$ cat config.mk
export PLATFORM = sky130hd
export DESIGN_NAME = rom_dl_ctrl_flat
export DESIGN_NICKNAME = d
export VERILOG_FILES = /design/src/rtl/rom_dl_ctrl_if.sv /design/src/rtl/rom_dl_ctrl.sv /design/src/flat_wrapper.sv
export SDC_FILE = /design/constraint.sdc
export NUM_CORES = 1
export LEC_CHECK = 0
export BUFFER_PORTS_ARGS = -buffer_cell sky130_fd_sc_hd__buf_2
export CAP_MARGIN = 20
export CORE_UTILIZATION = 53
export CTS_CLUSTER_SIZE = 28
export DETAILED_ROUTE_END_ITERATION = 16
export PLACE_DENSITY = 0.81
export SLEW_MARGIN = 15
export SYNTH_ARGS = -nofsm -noshare
export SYNTH_HDL_FRONTEND = slang
export SYNTH_SLANG_ARGS = --single-unit
$ cat constraint.sdc
create_clock -name CLK -period 5.2 [get_ports CLK]
set_input_delay 1.56 -clock CLK [delete_from_list [all_inputs] [get_ports CLK]]
set_output_delay 1.56 -clock CLK [all_outputs]
set_load 0.02 [all_outputs]
$ cat src/rtl/rom_dl_ctrl_if.sv
// Download bus between the HPS ioctl stream and the ROM download controller.
// Handshake: IOCTL_WR and DL_WR are single-cycle valid strobes with no ready
// or back-pressure; a byte moves on every cycle its strobe is high, and
// ADDR/DATA are only meaningful in that cycle.
// The master side drives ioctl and observes the forwarded stream and status.
// The slave side is the controller itself.
interface rom_dl_ctrl_if;
   logic        IOCTL_DOWNLOAD;
   logic [7:0]  IOCTL_INDEX;
   logic        IOCTL_WR;
   logic [24:0] IOCTL_ADDR;
   logic [7:0]  IOCTL_DATA;

   logic        DL_WR;
   logic [24:0] DL_ADDR;
   logic [7:0]  DL_DATA;
   logic        CORE_RESET;
   logic        ROM_READY;
   logic        ERR_LEN;
   logic        ERR_SEQ;
   logic [24:0] BYTE_COUNT;
   logic [15:0] CHECKSUM;

   modport master (
      output IOCTL_DOWNLOAD, IOCTL_INDEX, IOCTL_WR, IOCTL_ADDR, IOCTL_DATA,
      input  DL_WR, DL_ADDR, DL_DATA, CORE_RESET, ROM_READY,
      input  ERR_LEN, ERR_SEQ, BYTE_COUNT, CHECKSUM
   );

   modport slave (
      input  IOCTL_DOWNLOAD, IOCTL_INDEX, IOCTL_WR, IOCTL_ADDR, IOCTL_DATA,
      output DL_WR, DL_ADDR, DL_DATA, CORE_RESET, ROM_READY,
      output ERR_LEN, ERR_SEQ, BYTE_COUNT, CHECKSUM
   );
endinterface

$ cat src/rtl/rom_dl_ctrl.sv
// ROM download front-end: filters the ioctl stream by index, re-times
// in-range writes by one register stage, tracks count/checksum/sequence and
// keeps the game core in reset until a complete, well-formed image is loaded.
module rom_dl_ctrl #(
   parameter logic [7:0]  ROM_INDEX = 8'd0,
   parameter logic [24:0] ROM_SIZE  = 25'h18500
) (
   input  logic       CLK,
   input  logic       RESET,
   rom_dl_ctrl_if.slave bus,
   output logic [2:0] dbg_state
);

   typedef enum logic [2:0] {
      S_IDLE  = 3'd0,
      S_LOAD  = 3'd1,
      S_CHECK = 3'd2,
      S_READY = 3'd3,
      S_FAIL  = 3'd4
   } state_t;

   localparam logic [24:0] CNT_MAX = 25'h1FFFFFF;

   state_t      state;
   logic        q_d;
   logic        dl_wr;
   logic [24:0] dl_addr;
   logic [7:0]  dl_data;
   logic        core_reset;
   logic        rom_ready;
   logic        err_len;
   logic        err_seq;
   logic [24:0] byte_count;
   logic [15:0] checksum;

   logic        q;
   logic        start;
   logic        take;
   logic        in_range;
   logic [24:0] base_cnt;
   logic [15:0] base_sum;
   logic        base_len;
   logic        base_seq;
   logic [24:0] cnt_nxt;
   logic [15:0] sum_nxt;
   logic        len_nxt;
   logic        seq_nxt;
   logic        check_pass;

   assign q     = bus.IOCTL_DOWNLOAD & (bus.IOCTL_INDEX == ROM_INDEX);
   assign start = q & ~q_d;

   // Next-value datapath for one accepted byte; a Start cycle counts from cleared values.
   always_comb begin
      take       = 1'b0;
      in_range   = (bus.IOCTL_ADDR < ROM_SIZE);
      base_cnt   = byte_count;
      base_sum   = checksum;
      base_len   = err_len;
      base_seq   = err_seq;
      check_pass = (byte_count == ROM_SIZE) & ~err_len & ~err_seq;
      if (start) begin
         take     = bus.IOCTL_WR;
         base_cnt = '0;
         base_sum = '0;
         base_len = 1'b0;
         base_seq = 1'b0;
      end else if (state == S_LOAD) begin
         take = q & bus.IOCTL_WR;
      end
      cnt_nxt = base_cnt;
      sum_nxt = base_sum;
      len_nxt = base_len;
      seq_nxt = base_seq;
      if (take) begin
         cnt_nxt = (base_cnt == CNT_MAX) ? base_cnt : base_cnt + 25'd1;
         seq_nxt = base_seq | (bus.IOCTL_ADDR != base_cnt);
         if (in_range) begin
            sum_nxt = base_sum + {8'h00, bus.IOCTL_DATA};
         end else begin
            len_nxt = 1'b1;
         end
      end
   end

   // Control FSM with registered outputs and the forwarding register stage.
   always_ff @(posedge CLK) begin
      if (RESET) begin
         state      <= S_IDLE;
         // Pretend the qualifier was already high so a download that is still
         // running through reset cannot produce a Start; a fresh rise is needed.
         q_d        <= 1'b1;
         dl_wr      <= 1'b0;
         dl_addr    <= '0;
         dl_data    <= '0;
         core_reset <= 1'b1;
         rom_ready  <= 1'b0;
         err_len    <= 1'b0;
         err_seq    <= 1'b0;
         byte_count <= '0;
         checksum   <= '0;
      end else begin
         q_d   <= q;
         dl_wr <= 1'b0;
         if (take && in_range) begin
            dl_wr   <= 1'b1;
            dl_addr <= bus.IOCTL_ADDR;
            dl_data <= bus.IOCTL_DATA;
         end
         if (start) begin
            // A new download rise restarts from any non-LOAD state, including
            // CHECK, so a back-to-back reload is never lost.
            state      <= S_LOAD;
            rom_ready  <= 1'b0;
            core_reset <= 1'b1;
            byte_count <= cnt_nxt;
            checksum   <= sum_nxt;
            err_len    <= len_nxt;
            err_seq    <= seq_nxt;
         end else begin
            case (state)
               S_LOAD: begin
                  if (!q) begin
                     state <= S_CHECK;
                  end else begin
                     byte_count <= cnt_nxt;
                     checksum   <= sum_nxt;
                     err_len    <= len_nxt;
                     err_seq    <= seq_nxt;
                  end
               end
               S_CHECK: begin
                  err_len    <= err_len | (byte_count != ROM_SIZE);
                  state      <= check_pass ? S_READY : S_FAIL;
                  rom_ready  <= check_pass;
                  core_reset <= ~check_pass;
               end
               default: begin
                  state <= state;
               end
            endcase
         end
      end
   end

   assign bus.DL_WR      = dl_wr;
   assign bus.DL_ADDR    = dl_addr;
   assign bus.DL_DATA    = dl_data;
   assign bus.CORE_RESET = core_reset;
   assign bus.ROM_READY  = rom_ready;
   assign bus.ERR_LEN    = err_len;
   assign bus.ERR_SEQ    = err_seq;
   assign bus.BYTE_COUNT = byte_count;
   assign bus.CHECKSUM   = checksum;
   assign dbg_state      = state;

endmodule
$ cat src/flat_wrapper.sv
// flat-port wrapper written by rule: the top's interface ports become plain ports
module rom_dl_ctrl_flat 
#(
   parameter logic [7:0]  ROM_INDEX = 8'd0,
   parameter logic [24:0] ROM_SIZE  = 25'h18500
)
  (CLK, RESET, dbg_state, bus_IOCTL_DOWNLOAD, bus_IOCTL_INDEX, bus_IOCTL_WR, bus_IOCTL_ADDR, bus_IOCTL_DATA, bus_DL_WR, bus_DL_ADDR, bus_DL_DATA, bus_CORE_RESET, bus_ROM_READY, bus_ERR_LEN, bus_ERR_SEQ, bus_BYTE_COUNT, bus_CHECKSUM);
  rom_dl_ctrl_if bus_i ();
  input  logic CLK;
  input  logic RESET;
  output logic [2:0] dbg_state;
  input wire logic [$bits(bus_i.IOCTL_DOWNLOAD)-1:0] bus_IOCTL_DOWNLOAD;
  input wire logic [$bits(bus_i.IOCTL_INDEX)-1:0] bus_IOCTL_INDEX;
  input wire logic [$bits(bus_i.IOCTL_WR)-1:0] bus_IOCTL_WR;
  input wire logic [$bits(bus_i.IOCTL_ADDR)-1:0] bus_IOCTL_ADDR;
  input wire logic [$bits(bus_i.IOCTL_DATA)-1:0] bus_IOCTL_DATA;
  output wire logic [$bits(bus_i.DL_WR)-1:0] bus_DL_WR;
  output wire logic [$bits(bus_i.DL_ADDR)-1:0] bus_DL_ADDR;
  output wire logic [$bits(bus_i.DL_DATA)-1:0] bus_DL_DATA;
  output wire logic [$bits(bus_i.CORE_RESET)-1:0] bus_CORE_RESET;
  output wire logic [$bits(bus_i.ROM_READY)-1:0] bus_ROM_READY;
  output wire logic [$bits(bus_i.ERR_LEN)-1:0] bus_ERR_LEN;
  output wire logic [$bits(bus_i.ERR_SEQ)-1:0] bus_ERR_SEQ;
  output wire logic [$bits(bus_i.BYTE_COUNT)-1:0] bus_BYTE_COUNT;
  output wire logic [$bits(bus_i.CHECKSUM)-1:0] bus_CHECKSUM;
  assign bus_i.IOCTL_DOWNLOAD = bus_IOCTL_DOWNLOAD;
  assign bus_i.IOCTL_INDEX = bus_IOCTL_INDEX;
  assign bus_i.IOCTL_WR = bus_IOCTL_WR;
  assign bus_i.IOCTL_ADDR = bus_IOCTL_ADDR;
  assign bus_i.IOCTL_DATA = bus_IOCTL_DATA;
  assign bus_DL_WR = bus_i.DL_WR;
  assign bus_DL_ADDR = bus_i.DL_ADDR;
  assign bus_DL_DATA = bus_i.DL_DATA;
  assign bus_CORE_RESET = bus_i.CORE_RESET;
  assign bus_ROM_READY = bus_i.ROM_READY;
  assign bus_ERR_LEN = bus_i.ERR_LEN;
  assign bus_ERR_SEQ = bus_i.ERR_SEQ;
  assign bus_BYTE_COUNT = bus_i.BYTE_COUNT;
  assign bus_CHECKSUM = bus_i.CHECKSUM;
  rom_dl_ctrl #(.ROM_INDEX(ROM_INDEX), .ROM_SIZE(ROM_SIZE)) u_core (.CLK(CLK), .RESET(RESET), .bus(bus_i), .dbg_state(dbg_state));
endmodule
# [Word level (Yosys, flattened, before mapping)]
# Index checks and enable logic that the tools add are counted.
[totals] wordCells=76 in_bits=45 ff_bits=83
[classes] bitwise_logic=11 mux=30 n_reduce_logical=11 order_cmp=1 n_eq_ne=9 n_addsub=2
[op_table] op="$mux W25" count=6
[op_table] op="$mux W16" count=6
[op_table] op="$add A25 B1 Y25 const B" count=1
[op_table] op="$eq A25 B17 Y1 const B" count=1
[op_table] op="$eq A25 B25 Y1 const B" count=1
[op_table] op="$lt A25 B17 Y1 const B" count=1
[op_table] op="$ne A25 B17 Y1 const B" count=1
[op_table] op="$ne A25 B25 Y1" count=1
[op_table] op="$add A16 B8 Y16" count=1
[op_table] op="$mux W1" count=14
[op_table] op="$logic_not A8 Y1" count=1
[op_table] op="$reduce_and A2 Y1" count=4
[op_table] op="$mux W3" count=2
[op_table] op="$pmux W3 S2" count=1
[op_table] op="$reduce_bool A2 Y1" count=3
[op_table] op="$and A1 B1 Y1" count=5
[op_table] op="$not A1 Y1" count=4
[op_table] op="$eq A3 B1 Y1 const B" count=1
[op_table] op="$eq A3 B2 Y1 const B" count=1
[op_table] op="$ne A3 B1 Y1 const B" count=1
[op_table] op="$ne A3 B3 Y1 const B" count=1
[op_table] op="$reduce_bool A3 Y1" count=1
[op_table] op="$ne A2 B2 Y1 const B" count=1
[op_table] op="$or A1 B1 Y1" count=2
[op_table] op="3 further kinds" count=3

# [Depth between registers and ports, before layout]
[depth] word_depth=10 depth_mapped=12 mapped_depth_nobuf=11

# [Worst setup path before layout]
# OpenSTA, ideal clock, no wires.
[synth_timing] path_kind="input -> register" start="in bus_IOCTL_INDEX[4]" end="reg u_core.checksum[12], in the netlist u_core.bus.CHECKSUM[12]" path_slack_ns=1.061 path_stages=12 arrival_time_ns=4.012 setup_ns=0.128 path_cell_list="nor4b_1 -> nand4_1 -> clkbuf_1 -> and2_1 -> ha_1 -> fa_1 -> a21o_1 -> a21oi_1 -> o211ai_1 -> nand4_1 -> xor2_1 -> nor2_1"
[synth_between] elab_chain_len=10 elab_cells_between_ends=16 cone_classes="add/sub (1); mux (8); bitwise (3); reduce/logical (4)"
[synth_lines] element="from (decl)" line="flat_wrapper.sv:13" rtl="input wire logic [$bits(bus_i.IOCTL_INDEX)-1:0] bus_IOCTL_INDEX;"
[synth_lines] element="$logic_not A8 Y1 (*)" line="rom_dl_ctrl.sv:50" rtl="assign q = bus.IOCTL_DOWNLOAD & (bus.IOCTL_INDEX == ROM_INDEX);"
[synth_lines] element="$and A1 B1 Y1 (*)" line="rom_dl_ctrl.sv:50"
[synth_lines] element="$and A1 B1 Y1" line="rom_dl_ctrl.sv:51" rtl="assign start = q & ~q_d;"
[synth_lines] element="$mux W16" line="rom_dl_ctrl.sv:62" rtl="if (start) begin"
[synth_lines] element="$add A16 B8 Y16" line="rom_dl_ctrl.sv:79" rtl="sum_nxt = base_sum + {8'h00, bus.IOCTL_DATA};"
[synth_lines] element="$mux W16" line="rom_dl_ctrl.sv:78" rtl="if (in_range) begin"
[synth_lines] element="$mux W16" line="rom_dl_ctrl.sv:75" rtl="if (take) begin"
[synth_lines] element="$mux W16" line="rom_dl_ctrl.sv:123" rtl="if (!q) begin"
[synth_lines] element="$mux W16" line="rom_dl_ctrl.sv:121" rtl="case (state)"
[synth_lines] element="$mux W16" line="rom_dl_ctrl.sv:110" rtl="if (start) begin"
[synth_lines] element="to (signal assigned)" line="rom_dl_ctrl.sv:117" rtl="checksum <= sum_nxt;"
[synth_lines] element="to (signal assigned)" line="rom_dl_ctrl.sv:127" rtl="checksum <= sum_nxt;"
[synth_lines] element="to (decl)" line="rom_dl_ctrl.sv:34" rtl="logic [15:0] checksum;"
# Every way passes the cells marked *; elsewhere a longest branch is shown, timed or not. The select of a mux whose other input is x is not followed.
# A chain may end at the register's enable or synchronous reset.

# [Worst setup path in the final report]
[layout_timing] start="in bus_IOCTL_INDEX[4]" end="reg u_core.checksum[13], in the netlist u_core.bus.CHECKSUM[13]"
# Same word-level chain as after synthesis.

==> impl_metrics.csv <==
group,metric,value,unit
critical_path,worst-endpoint-arrival,4.37,ns
floorplan,die_h,94.4,µm
hold_path,worstHoldPathCells,1,
timing,setup_repair_after_global_routing_missed_its_margin,"false",
critical_path,cp-end-kind,"flop",
timing,slew_violations,0,
routing,initialDrtViolationCount,272,
final_layout,diodes,0,
synth,synthesis.yosys.warnings,0,
routing,met2_routed_length,5690,µm
power,worst_vdd_drop,0.000108,V
timing,tns,0,ns
power,cellPowerDensity,206,nW/µm²
final_layout,layout-drive-gt1-share,24.1,%
timing,final-hold-violation-count,0,
critical_path,r2r_start,"u_core.q_d",
clock_tree,cells_resized_by_post_cts_repair,0,
timing,final.min_clock_period,4.17,ns
floorplan,rows,33,
synth,synth_cell_type_count,58,
floorplan,core_region_area,8260,µm²
clock_tree,post_cts_buffers,0,
synth,yosysSeqAreaShare,36.7,%
synth,ys_dominant_reg_cell,"sky130_fd_sc_hd__dfxtp_1",
critical_path,regToRegEndpoint,"u_core.bus.CHECKSUM[13]",
timing,final_critical_path_setup_slack,1.03,ns
grt,grt_max_degree,51,
placed_design,buffer_ports.inserted,126,
timing,timing.fmax,0.240,GHz
synth,post_synth_instance_area,4530,µm²
outcome,outcome,"completed",
floorplan,initial_utilization,54.8,%
final_layout,mostFrequentLayoutCell,"sky130_fd_sc_hd__buf_2",
critical_path,crit_required,5.40,ns
timing,tightestPinTransition,0.841,ns
final_layout,areaGrowthSynthToFinish,19.0,%
hold_path,worstHoldStart,"u_core.bus.CORE_RESET",
critical_path,worstRegToRegCells,11,
critical_path,reg2reg_setup_slack,2.35,ns
grt,grt_first_pass_wirelength,19600,µm
routing,detail-route-antenna-nets,0,
synth,async_flop_share,0,%
timing,max_slew_margin_vs_limit,43.4,%
routing,vias,4490,
clock_tree,insertion_delay,0.35,ns
power,p_leak,0.00221,µW
clock_tree,cts.root.buffer_cell,"sky130_fd_sc_hd__clkbuf_8",
clock_tree,cts.reportedPaths.clkPinSlew,0.08,ns
clock_tree,cts_tree,"yes",
clock_tree,cts.htree.levels,3,
synth,cells_after_synth,538,
grt,track_usage,28.0,%
synth,syn_nets,593,
floorplan,die-width,94.4,µm
synth,synth-edff-count,0,
grt,first_global_vias,4093,
routing,route.detailed.drc,0,
clock_tree,clockBufferDepth,2,
routing,dr.max_layer_used,"met4",
routing,number_of_vias_per_cell,5.87,
timing,fin_worst_skew,0.00876,ns
clock_tree,holdBufCountCts,0,
critical_path,setup.worst_path.start_class,"input port",
hold_path,worst_hold_path.endpoint,"u_core.bus.CORE_RESET",
grt,grt_overflow,0,
routing,routed_wirelength,12100,µm
floorplan,die_area,8920,µm²
clock_tree,numCtsBuffers,9,
critical_path,worstPathMaxFanout,14,
synth,syn-mean-instance-area,8.42,µm²
placed_design,routability_congestion_estimate_from_global_placement,0.921,
grt,grt_antenna_before_repair,0,
placed_design,place_ws,0.727,ns
routing,met3RoutedLength,940,µm
timing,report.final.setup_viol,0,
final_layout,final_cell_mix,"sky130_fd_sc_hd__buf_2 (126), sky130_fd_sc_hd__nor2_1 (97), sky130_fd_sc_hd__dfxtp_1 (83), sky130_fd_sc_hd__nand2_1 (43), sky130_fd_sc_hd__mux2i_1 (28)",
critical_path,critical_path_class,"input port to flop",
timing,timing.final.crit_share,80.2,%
routing,wirelength_met1,5200,µm
routing,first_pass_iters,6,
routing,post_drt_wl_per_cell,15.8,µm
flow_run,drv.max_cap_violation_count,0,
synth,synth_seq_cells,83,
placed_design,post-dp-hpwl,9140,µm
final_layout,nNetsFinal,710,
floorplan,io_pins,127,
final_layout,postLayoutCoreUtil,65.2,%
hold_path,min-delay-path-class,"flop to flop",
clock_tree,clkSinkCount,83,
-- Yosys cell counts, types with 7 or more instances --
cell                        n  share of area [%]
sky130_fd_sc_hd__o21ai_0   10                1.1
sky130_fd_sc_hd__buf_2      8               0.88
sky130_fd_sc_hd__nor4_1     9                1.2
sky130_fd_sc_hd__xnor2_1   27                5.2
sky130_fd_sc_hd__a31oi_1   10                1.4
sky130_fd_sc_hd__and2_1    24                3.3
sky130_fd_sc_hd__nor4bb_1   8                1.8
sky130_fd_sc_hd__nand4_1    7               0.97
sky130_fd_sc_hd__ha_1       9                2.5
sky130_fd_sc_hd__dfxtp_1   83                 37
sky130_fd_sc_hd__nor2_1    97                8.0
sky130_fd_sc_hd__xor2_1    17                3.3
sky130_fd_sc_hd__nor3_1    16                1.8
sky130_fd_sc_hd__nand3_1   13                1.4
sky130_fd_sc_hd__a21oi_1   10                1.1
sky130_fd_sc_hd__clkbuf_1  17                1.4
sky130_fd_sc_hd__inv_1     11               0.91
sky130_fd_sc_hd__nand2_1   43                3.6
sky130_fd_sc_hd__mux2i_1   28                6.2
-- area by class of cell --
cell class                      count  area (µm²)
Clock buffer                       12         135
Clock inverter                      4        27.5
Fill cell                         752        2870
Inverter                           11        41.3
Multi-Input combinational cell    419        2720
Sequential cell                    83        1660
Tap cell                          105         131
Timing Repair Buffer              131         668
-- how the worst max path moves through the flow --
stage,start,end,depth (start not counted)
floorplan,bus_IOCTL_INDEX[4],u_core.bus.CHECKSUM[12],12
global placement,bus_IOCTL_INDEX[4],u_core.bus.CHECKSUM[12],12
detailed placement,bus_IOCTL_INDEX[4],u_core.bus.CHECKSUM[14],12
CTS,bus_IOCTL_INDEX[4],u_core.bus.CHECKSUM[14],12
global route,bus_IOCTL_INDEX[4],u_core.bus.CHECKSUM[7],10
finish,bus_IOCTL_INDEX[4],u_core.bus.CHECKSUM[13],12
-- critical path: stages --
cell,delay (ns)
sky130_fd_sc_hd__buf_2,0.11
sky130_fd_sc_hd__nor4b_1,0.37
sky130_fd_sc_hd__nand4_1,0.30
sky130_fd_sc_hd__buf_4,0.28
sky130_fd_sc_hd__and2_1,0.18
sky130_fd_sc_hd__ha_1,0.31
sky130_fd_sc_hd__or2_2,0.13
sky130_fd_sc_hd__a21o_1,0.16
sky130_fd_sc_hd__and4_1,0.32
sky130_fd_sc_hd__nor4bb_1,0.43
sky130_fd_sc_hd__xnor2_1,0.17
sky130_fd_sc_hd__nor2_1,0.06
-- registers in the layout (all words and copies together) (netlist names) --
name and flops:
u_core.bus.BYTE_COUNT 25, u_core.bus.CHECKSUM 16, u_core.bus.CORE_RESET 1, u_core.bus.DL_ADDR 25
u_core.bus.DL_DATA 8, u_core.bus.DL_WR 1, u_core.bus.ERR_LEN 1, u_core.bus.ERR_SEQ 1
u_core.bus.ROM_READY 1, u_core.dbg_state 3, u_core.q_d 1
-- cell families (layout without fill, tap and decap cells) --
kind of cell / Yosys count / count (layout) / synth area share [%]
mux: 28 / 28 / 6.19
fa+ha+maj: 10 / 10 / 2.93
compound gates: 72 / 72 / 11.1
xor+xnor: 44 / 44 / 8.51
buf+inv: 36 / 158 / 3.21
simple gates: 265 / 265 / 31.4
flops: 83 / 83 / 36.7
-- metal layers --
layer	track usage (%)	vias to the layer above
met5	0	-
met4	9.74	0
li1	-	2153
met3	5.23	30
met1	35.8	2103
met2	47.0	204
-- stage by stage --
stage	instance area, µm²	hold WS, ns	instances	power, µW
floorplan	4530	0.553	538	683
global placement	5220	0.436	749	717
detailed placement	5220	0.438	749	719
CTS	5390	0.459	765	1120
global route	5390	0.469	765	1150
finish	5390	0.454	765	1110
-- report_power, final --
group	internal [µW]	switching (µW)	total (µW)	leakage, µW
registers	635	0.757	636	0.000669
logic	26.7	42.1	68.8	0.00147
clock network	173	233	407	0.0000726
total	835	276	1110	0.00221
(Power assumes the default switching activity.)
